File: config.mk
export PLATFORM = sky130hd
export DESIGN_NAME = information_reader
export DESIGN_NICKNAME = d
export VERILOG_FILES = /design/src/rtl/information_reader.sv
export SDC_FILE = /design/constraint.sdc
export NUM_CORES = 1
export LEC_CHECK = 0
export CORE_AREA = 2 2 56 58
export DETAILED_ROUTE_END_ITERATION = 12
export DIE_AREA = 0 0 58 60
export GPL_TIMING_DRIVEN = 0
export PLACE_DENSITY = 0.73
export SETUP_SLACK_MARGIN = 0.2
export SYNTH_ARGS = -nofsm -noshare
export SYNTH_HDL_FRONTEND = slang
export SYNTH_SLANG_ARGS = --single-unit
export TNS_END_PERCENT = 50
File: constraint.sdc
create_clock -name clock -period 1.48 [get_ports clock]
set_input_delay 0.222 -clock clock [delete_from_list [all_inputs] [get_ports clock]]
set_output_delay 0.222 -clock clock [all_outputs]
set_load 0.01 [all_outputs]
File: src/rtl/information_reader.sv
// Access-controlled register reader.
// A session opens while request is high; a confirm rising edge checks key against
// password. Once access is granted, each further confirm edge reads register P or Q
// (key[7] selects) and hands the word downstream with a valid/ready handshake.
// Optional feature macro: INFO_READER_LOCKOUT_EN. When it is defined, the third
// consecutive failure locks the block until reset_n is asserted.
module information_reader (
  input  logic       clock,
  input  logic       reset_n,
  input  logic       request,
  input  logic       confirm,
  input  logic [7:0] password,
  input  logic [7:0] key,
  input  logic [7:0] regP_data,
  input  logic [7:0] regQ_data,
  input  logic       out_ready,
  output logic       readRegP,
  output logic       readRegQ,
  output logic [7:0] data_out,
  output logic       data_valid,
  output logic       error,
  output logic       locked
);

  typedef enum logic [2:0] {
    StIdle,
    StActive,
    StGranted,
    StDenied,
    StRead,
    StCapture,
    StSend
`ifdef INFO_READER_LOCKOUT_EN
    , StLocked
`endif
  } state_e;

  state_e      state_q, state_d;
  logic [1:0]  fail_q, fail_d;
  logic        conf_q;
  logic        run_q;
  logic        sel_q, sel_d;
  logic [7:0]  dout_q, dout_d;
  logic        read_p_q, read_p_d;
  logic        read_q_q, read_q_d;
  logic        valid_q, valid_d;
  logic        error_q, error_d;
  logic        conf_edge;
  logic [1:0]  fail_inc;
  logic        in_lock;
  logic        lock_next;

  assign conf_edge = confirm & ~conf_q;
  assign fail_inc  = (fail_q == 2'd3) ? 2'd3 : fail_q + 2'd1;

`ifdef INFO_READER_LOCKOUT_EN
  logic locked_q;
  assign in_lock   = (state_q == StLocked);
  assign lock_next = (state_d == StLocked);
  assign locked    = locked_q;
`else
  assign in_lock   = 1'b0;
  assign lock_next = 1'b0;
  assign locked    = 1'b0;
`endif

  // Next-state, session bookkeeping and Moore output decode from the next state.
  always_comb begin
    state_d = state_q;
    fail_d  = fail_q;
    sel_d   = sel_q;
    dout_d  = dout_q;
    // run_q low for one edge after reset release keeps the FSM still on that edge.
    if (!run_q) begin
      state_d = state_q;
    end else if (state_q == StIdle) begin
      if (request) state_d = StActive;
    end else if (in_lock) begin
      state_d = state_q;
    end else if (!request) begin
      // Dropping request closes the session and discards any word in flight.
      state_d = StIdle;
    end else begin
      case (state_q)
        StActive: begin
          if (conf_edge) begin
            if (key == password) begin
              state_d = StGranted;
              fail_d  = 2'd0;
            end else begin
              fail_d  = fail_inc;
              state_d = StDenied;
`ifdef INFO_READER_LOCKOUT_EN
              if (fail_inc == 2'd3) state_d = StLocked;
`endif
            end
          end
        end
        StGranted: begin
          if (conf_edge) begin
            state_d = StRead;
            sel_d   = key[7];
          end
        end
        StRead:    state_d = StCapture;
        StCapture: begin
          dout_d  = sel_q ? regQ_data : regP_data;
          state_d = StSend;
        end
        StSend: begin
          if (out_ready) state_d = StGranted;
        end
        default: state_d = state_q;
      endcase
    end

    read_p_d = (state_d == StRead) && !sel_d;
    read_q_d = (state_d == StRead) && sel_d;
    valid_d  = (state_d == StSend);
    error_d  = (state_d == StDenied) || lock_next;
  end

  // State and registered outputs; reset clears everything immediately.
  always_ff @(posedge clock or negedge reset_n) begin
    if (!reset_n) begin
      state_q  <= StIdle;
      fail_q   <= 2'd0;
      conf_q   <= 1'b0;
      run_q    <= 1'b0;
      sel_q    <= 1'b0;
      dout_q   <= 8'h00;
      read_p_q <= 1'b0;
      read_q_q <= 1'b0;
      valid_q  <= 1'b0;
      error_q  <= 1'b0;
    end else begin
      state_q  <= state_d;
      fail_q   <= fail_d;
      conf_q   <= confirm;
      run_q    <= 1'b1;
      sel_q    <= sel_d;
      dout_q   <= dout_d;
      read_p_q <= read_p_d;
      read_q_q <= read_q_d;
      valid_q  <= valid_d;
      error_q  <= error_d;
    end
  end

`ifdef INFO_READER_LOCKOUT_EN
  // Lock indicator, registered alongside the other outputs.
  always_ff @(posedge clock or negedge reset_n) begin
    if (!reset_n) locked_q <= 1'b0;
    else          locked_q <= lock_next;
  end
`endif

  assign readRegP   = read_p_q;
  assign readRegQ   = read_q_q;
  assign data_out   = dout_q;
  assign data_valid = valid_q;
  assign error      = error_q;

endmodule

==> flow_summary.ini, run 1 <==
[synth]
async_reset_ff_share_pct = 100
synth.most_common_cell = dfrtp_1
yosys-top-cells-count = dfrtp_1, a21oi_1, mux2i_1, nor2_1, xor2_1
synth_top_area_share_pct = 46.2
synth_area_leaders = dfrtp_1, mux2i_1, xor2_1
synthCells = 89
ys_seq_elements = 18
synth_edf_count = 0
synth_area_um2 = 975
syn_avg_cell_area_um2 = 11.0
yosys_warnings = 0
yosysSeqAreaShare_pct = 46.2
yosysTopAreaCell = dfrtp_1
synth_cell_types = 30
syn_nets = 126
ys.flop_type = dfrtp_1

[clocking]
cts_buffers = 3
cts_sinks = 18
postCtsHoldBufs = 0
path_clk_slew_ns = 0.10
cts_max_level = 1
cts_tree = done
cts-root-buf = clkbuf_4
clk_latency_ns = 0.30
clockBufferDepth = 2

[floorplan]
start_util_pct = 33.6
die_area_um2 = 3480
die_x_um = 58
boundaryPins = 50
rows = 20
dieHeight_um = 60
core_area_um2 = 2900

[detailed_routing]
wl_um = 2780
drc = 0
drt_pass1_iterations = 4
ant_nets = 0
wl_per_cell_um = 15.0
initialDrtViolationCount = 20
via_per_inst = 4.92
vias = 916

[final_layout]
drive_gt1_share_pct = 34.6
areaGrowthSynthToFinish_pct = 83.2
num_antenna_cells = 0
nets = 191

[timing]
finalSetupTns_ns = -0.0295
finClkSkew_ns = 0.00550
setup_ws_ns = -0.0295
worst_slew_pin_slew_ns = 0.776
hold-worst-slack_ns = 0.145
maxSlewViolCount = 0
layout_min_cycle_time_ns = 1.51
slew-limit-headroom_pct = 48.1
rsz0062_at_grt = true
fmax_mhz = 662
hold_viol = 0
timing.final.crit_share_pct = 102
finalSetupViolCount = 1

[critical_path]
slowest_stage = nor4_4
critical_path.top_delay_family = simple AND/OR/NAND/NOR gates
cp_num_buf_inv = 1
cp.required_ns = 1.66
crit_path_max_incr_delay_ns = 0.36
r2r-end = readRegQ
r2r_cells = 5
r2r_start = run_q
regToRegSetupSlack_ns = -0.03
endpoint_kind = flip-flop
path_cells = buf_6, nand2_4, nor4_4, mux2_4, nor4b_4
critPathMaxFanout = 6
critPathKind = flip-flop to flip-flop
crit_arrival_ns = 1.69
startpoint_type = flip-flop

[run_status]
run_status = finished with violations
violations = setup timing

[power_and_ir_drop]
p_per_area_nw_per_um2 = 1070
power.total_w = 0.00190
ir_worst_vdd_mv = 0.894
power.leakage_nw = 0.786

[worst_hold_path]
hold_class = input port to flip-flop
hold_end = conf_q
whs_path_depth = 1
hold_start = confirm

[place]
portBuffers = 48
routabilityCongestion = 0.892
dp_hpwl_um = 1860
post-place-ws_ns = -0.389

[grt]
gr-total-overflow = 0
grt_usage_pct = 15.4
grt_max_degree = 19
grt_first_pass_wirelength_um = 3930
antenna_found_initial = 0
grt_pass1_vias = 912

[flow_run]
cap_violations = 0
## layer usage
metal / global-route usage, % / vias up / routed length [um] / share of wire, %
met5: 0 / - / 0 / 0
met4: 7.64 / 0 / 63 / 2.3
met3: 5.41 / 6 / 155 / 5.6
met2: 28.1 / 23 / 1570 / 56
met1: 15.5 / 447 / 998 / 36
li1: - / 440 / - / -
## report_power, final
part           leakage, nW  internal [W]  switching, W
logic                0.533      0.000459      0.000371
clock network       0.0210      0.000150      0.000155
registers            0.232      0.000629      0.000139
total                0.786       0.00124      0.000665
## layout by cell type, fill, tap and decap left out, types with 2 or more instances in the layout
cell             instances
nand2b_4                 2
nor4_2                   2
nor2_4                   8
nor2b_1                  3
mux2i_1                  8
a21oi_1                  3
a21oi_2                  8
buf_4                   12
xor2_1                   8
buf_6                    2
dfrtp_1                 16
dlygate4sd2_1           13
conb_1                   2
dfrtp_2                  2
clkbuf_4                 3
inv_1                    3
clkdlybuf4s50_1         34
## repair_timing
| action | CTS | global route |
|---|---|---|
| pin swaps | 1 | 10 |
| setup endpoints to repair | 27 | 16 |
| resized for setup | 16 | 40 |
| cloned | 0 | 1 |
| buffers inserted | 5 | 6 |
## cell type report
| type | count | area [um2] |
|---|---|---|
| buffer | 4 | 35.0 |
| clock buffer | 4 | 36.3 |
| fill | 241 | 1120 |
| inverter | 4 | 15.0 |
| multi-input combinational | 63 | 641 |
| sequential | 18 | 453 |
| tap | 33 | 41.3 |
| timing repair buffer | 60 | 564 |
## worst max path at each step
stage / start / to / slack (ns) / cells past startpoint
floorplan: run_q / readRegQ / 0.08 / 5
global placement: request / readRegQ / -0.36 / 5
detailed placement: request / readRegQ / -0.39 / 5
CTS: conf_q / readRegP / -0.004 / 4
global route: run_q / readRegQ / -0.08 / 5
finish: run_q / readRegQ / -0.03 / 5
## worst reg2reg max path: stages, from the launching register on
cell,delay [ns]
dfrtp_1,0.35
buf_6,0.13
nand2_4,0.06
nor4_4,0.36
mux2_4,0.35
nor4b_4,0.13
## state kept, by name, indices dropped and copies added (netlist names)
| signal | count |
|---|---|
| run_q | 1 |
| readRegQ | 1 |
| data_valid | 1 |
| state_q | 3 |
| data_out | 8 |
| readRegP | 1 |
| conf_q | 1 |
| error | 1 |
| sel_q | 1 |
## kinds of logic after synthesis
| family | share of synthesized area (%) |
|---|---|
| xor+xnor | 7.19 |
| buf+inv | 4.24 |
| compound gates | 11.0 |
| other cells | 0.771 |
| flops | 46.2 |
| simple gates | 20.8 |
| mux | 9.76 |
## stage by stage
| step | area (um2) | cells | util (%) |
|---|---|---|---|
| detailed placement | 1510 | 170 | 52.1 |
| finish | 1790 | 186 | 61.5 |
| CTS | 1580 | 179 | 54.4 |
| global placement | 1510 | 170 | 52.1 |
| global route | 1790 | 186 | 61.5 |
| floorplan | 991 | 89 | - |
(Power assumes the default switching activity.)
==> run 2: changes to the inputs <==
- CORE_AREA: 2 2 56 58 -> 2 2 53 55
- DIE_AREA: 0 0 58 60 -> 0 0 55 57
- PLACE_DENSITY: 0.73 -> 0.78
- clock period: 1.48 -> 1.6 ns (I/O delays scaled with it)
==> run 2 against run 1 <==
Against the previous run: the flow now finishes without violations; largest cell class is now buffers; worst setup slack better by 0.091 ns; power decreased by 14%; critical endpoint is now error; clock skew shrank 0.0037 ns.
==> flow_summary.ini, run 2 (synthesis gave the netlist of run 1 again) <==
[run_status]
run_status = finished, final reports clean

[place]
routabilityCongestion = 0.868
post-place-ws_ns = -0.339
portBuffers = 48
dp_hpwl_um = 1850
placed_area_um2 = 1510

[timing]
timing.final.crit_share_pct = 96.2
rsz0062_at_grt = true
worst_slew_pin_slew_ns = 0.828
hold_viol = 0
setup_ws_ns = 0.0613
finClkSkew_ns = 0.00177
maxSlewViolCount = 0
slew-limit-headroom_pct = 44.6
layout_min_cycle_time_ns = 1.54
finalSetupViolCount = 0
fmax_mhz = 650

[detailed_routing]
wl_um = 2760
ant_nets = 0
wl_per_cell_um = 15.0
drt_pass1_iterations = 4
drc = 0
via_per_inst = 5.01
vias = 922
initialDrtViolationCount = 21

[final_layout]
largest_reg_flops = 8
design_area_um2 = 1690
areaGrowthSynthToFinish_pct = 73.4
num_antenna_cells = 0
layout_commonest_cell = clkdlybuf4s50_1
final_util_pct = 64.6
nets = 191
drive_gt1_share_pct = 23.5
layout_common_cells = clkdlybuf4s50_1, dfrtp_1, buf_4

[clocking]
cts_sinks = 18
cts_max_level = 1
clk_latency_ns = 0.31
cts-root-buf = clkbuf_4
path_clk_slew_ns = 0.11
cts_buffers = 3
cts_tree = done
clockBufferDepth = 2
postCtsHoldBufs = 0

[grt]
grt_first_pass_wirelength_um = 4040
grtUsageMet3_pct = 6.02
grt_use_met2_pct = 31.8
met1_usage_pct = 19.5
grt_usage_pct = 18.3
grt_max_degree = 19
antenna_found_initial = 0
grt_busiest_layer = met2
gr-total-overflow = 0
grt_pass1_vias = 947

[floorplan]
rows = 19
die_area_um2 = 3140
core_area_um2 = 2620
dieHeight_um = 57
start_util_pct = 37.3
die_x_um = 55
boundaryPins = 50

[critical_path]
r2r_cells = 4
r2r_start = state_q[0]
startpoint = state_q[0]
critPathMaxFanout = 5
r2r-end = error
crit_arrival_ns = 1.79
endpoint_kind = flip-flop
startpoint_type = flip-flop
critPathKind = flip-flop to flip-flop
cp.required_ns = 1.85
regToRegSetupSlack_ns = 0.06

[flow_run]
cap_violations = 0

[power_and_ir_drop]
power.total_w = 0.00164
p_per_area_nw_per_um2 = 969
ir_worst_vdd_mv = 0.927
power.leakage_nw = 0.765

[worst_hold_path]
hold_class = input port to asynchronous set/reset pin
-- run 2: final cells by class --
type | count | area (um2)
Buffer | 4 | 33.8
Clock buffer | 4 | 36.3
Fill cell | 223 | 925
Inverter | 4 | 15.0
Multi-Input combinational cell | 63 | 546
Sequential cell | 18 | 453
Tap cell | 31 | 38.8
Timing Repair Buffer | 60 | 568
-- run 2: metal layers --
metal  wire (um)  part of all wire [%]  vias to the layer above
met5           0                     0                        -
met4          88                   3.2                        0
met3         165                   6.0                        8
met2        1500                    54                       38
met1        1000                    36                      436
li1            -                     -                      440
-- run 2: worst max path at each step --
| stage | to | slack (ns) | depth (start not counted) |
|---|---|---|---|
| 6_report | error | 0.06 | 4 |
| 5_1_grt | readRegQ | 0.04 | 4 |
| 4_1_cts | error | 0.09 | 6 |
| 3_5_place_dp | readRegP | -0.34 | 5 |
| 3_3_place_gp | readRegQ | -0.26 | 5 |
| 2_1_floorplan | readRegQ | 0.18 | 5 |
-- run 2: what timing repair did --
item	in CTS	in global routing
pin swaps	4	6
cloned	0	1
buffers inserted	7	4
endpoints found under the setup margin	25	16
gates resized for setup	12	10
-- run 2: critical path: stages, from the launching register on --
cell	delay, ns
dfrtp_1	0.43
inv_1	0.16
nand3_2	0.14
a311oi_4	0.48
and4b_1	0.27
-- run 2: power by group --
| part | switching [W] | internal (W) |
|---|---|---|
| Combinational | 0.000302 | 0.000369 |
| Clock | 0.000160 | 0.000139 |
| Sequential | 0.0000872 | 0.000581 |
| Total | 0.000549 | 0.00109 |
-- run 2: stage by stage --
stage               std cells  hold WS [ns]  TNS, ns
floorplan                  89       -0.0556        0
global placement          168         0.510   -0.997
detailed placement        168         0.525    -1.55
CTS                       179         0.434        0
global route              184         0.439        0
finish                    184         0.393        0
==> run 3: changes to the inputs <==
- GPL_TIMING_DRIVEN: 0 -> unset
- PLACE_DENSITY: 0.78 -> 0.75
==> run 3 against run 2 <==
Against the previous run: first-iteration DRC count decreased by 48%; via count shrank 3.3%; final cell count down 1.6%; worst setup slack gained 0.013 ns; routed wire length fell by 11%; worst hold slack worse by 0.11 ns; die area did not move; core utilization rose by 0.34 points; combinational power rose by 8.2%; clock skew is essentially flat; critical path depth unchanged; fmax grew 0.85%; largest cell class unchanged; highest routed layer unchanged.
==> flow_summary.ini, run 3 (synthesis gave the netlist of run 1 again) <==
[grt]
grt_usage_pct = 16.9
grt_max_degree = 19
grt_first_pass_wirelength_um = 3880
antenna_found_initial = 0
grt_pass1_vias = 929
gr-total-overflow = 0

[clocking]
clockBufferDepth = 2
clk_latency_ns = 0.28
cts_sinks = 18
cts_buffers = 3
cts_max_level = 1
cts_tree = done
path_clk_slew_ns = 0.10
postCtsHoldBufs = 0
cts-root-buf = clkbuf_4

[run_status]
run_status = finished, final reports clean

[detailed_routing]
wl_um = 2470
ant_nets = 0
wl_per_cell_um = 13.6
drt_pass1_iterations = 3
vias = 892
initialDrtViolationCount = 11
via_per_inst = 4.93
drc = 0

[floorplan]
die_area_um2 = 3140
boundaryPins = 50
rows = 19
dieHeight_um = 57
core_area_um2 = 2620
die_x_um = 55
start_util_pct = 37.3

[final_layout]
nets = 188
drive_gt1_share_pct = 28.7
areaGrowthSynthToFinish_pct = 74.3
layout_commonest_cell = clkdlybuf4s50_1
largest_reg_flops = 8
layout_common_cells = clkdlybuf4s50_1, dfrtp_1, buf_4
num_antenna_cells = 0
design_area_um2 = 1700
final_util_pct = 65.0

[place]
routabilityCongestion = 0.742
placed_area_um2 = 1530
dp_hpwl_um = 1910
post-place-ws_ns = -0.236
portBuffers = 48

[critical_path]
slowest_stage = a311oi_4
regToRegSetupSlack_ns = 0.07
crit_arrival_ns = 1.74
cp.required_ns = 1.82
path_cells = inv_1, nand3_1, a311oi_4, and4b_1
critPathKind = flip-flop to flip-flop
startpoint_type = flip-flop
r2r_cells = 4
endpoint_kind = flip-flop
r2r-end = error
r2r_start = state_q[0]
critPathMaxFanout = 5
crit_path_max_incr_delay_ns = 0.51

[timing]
finalSetupViolCount = 0
hold_viol = 0
setup_ws_ns = 0.0742
timing.final.crit_share_pct = 95.4
maxSlewViolCount = 0
finalSetupTns_ns = 0
rsz0062_at_grt = true
layout_min_cycle_time_ns = 1.53
finClkSkew_ns = 0.00175
fmax_mhz = 655

[flow_run]
cap_violations = 0

[worst_hold_path]
hold_class = input port to asynchronous set/reset pin

[power_and_ir_drop]
power.leakage_nw = 0.736
ir_worst_vdd_mv = 0.672
p_per_area_nw_per_um2 = 987
run 3: cell types whose count changed in the layout (fill, tap and decap cells not counted), moves of 2 or more:
| cell | change |
|---|---|
| a21oi_1 | -4 |
| a21oi_2 | +4 |
| buf_4 | -2 |
| clkdlybuf4s50_1 | +2 |
| nor2_1 | -4 |
| nor2_2 | +4 |
run 3: metal layers:
metal  vias to the layer above  GRT usage, %  share of wire [%]
met4                         0          3.48               0.16
met5                         -             0                  0
met1                       430          18.4                 37
li1                        428             -                  -
met3                         2          3.93                8.4
met2                        32          31.8                 55
run 3: through the flow:
step / hold slack, ns / total power (W) / std cells
after detailed placement: 0.526 / 0.00134 / 171
after global placement: 0.512 / 0.00131 / 171
after global routing: 0.256 / 0.00181 / 181
final: 0.282 / 0.00168 / 181
after floorplan: -0.0556 / 0.000958 / 89
after CTS: 0.268 / 0.00162 / 180
run 3: worst max-delay path by stage:
stage / start / endpoint / cells after the start
final: state_q[0] / error / 4
after global routing: state_q[0] / error / 4
after CTS: state_q[0] / readRegP / 5
after detailed placement: confirm / data_valid / 5
after global placement: confirm / data_valid / 5
after floorplan: run_q / readRegQ / 5
run 3: timing repair:
item                                    4_1_cts  5_1_grt
pin swaps                                     5        4
endpoints found under the setup margin       16       22
buffers inserted                              5        1
cloned                                        0        0
resized for setup                            13       17
run 3: power by group:
part	switching, W	internal [W]	leakage, nW
Clock	0.000128	0.000138	0.0210
Sequential	0.000102	0.000582	0.232
Combinational	0.000307	0.000419	0.483
run 3: final cells by class:
class                   count  area, um2
flip-flops and latches     18        453
multi-input cells          63        568
fillers                   227        916
inverters                   4       15.0
well taps                  31       38.8
repair buffers             61        588
clock buffers               4       36.3
run 3: critical path: cells and delay by family (launching register included):
family | cells | cell delay (ns)
buffers and inverters | 1 | 0.13
AND/OR/NAND/NOR | 2 | 0.40
AO/OA/AOI/OAI | 1 | 0.51
flip-flops | 1 | 0.42
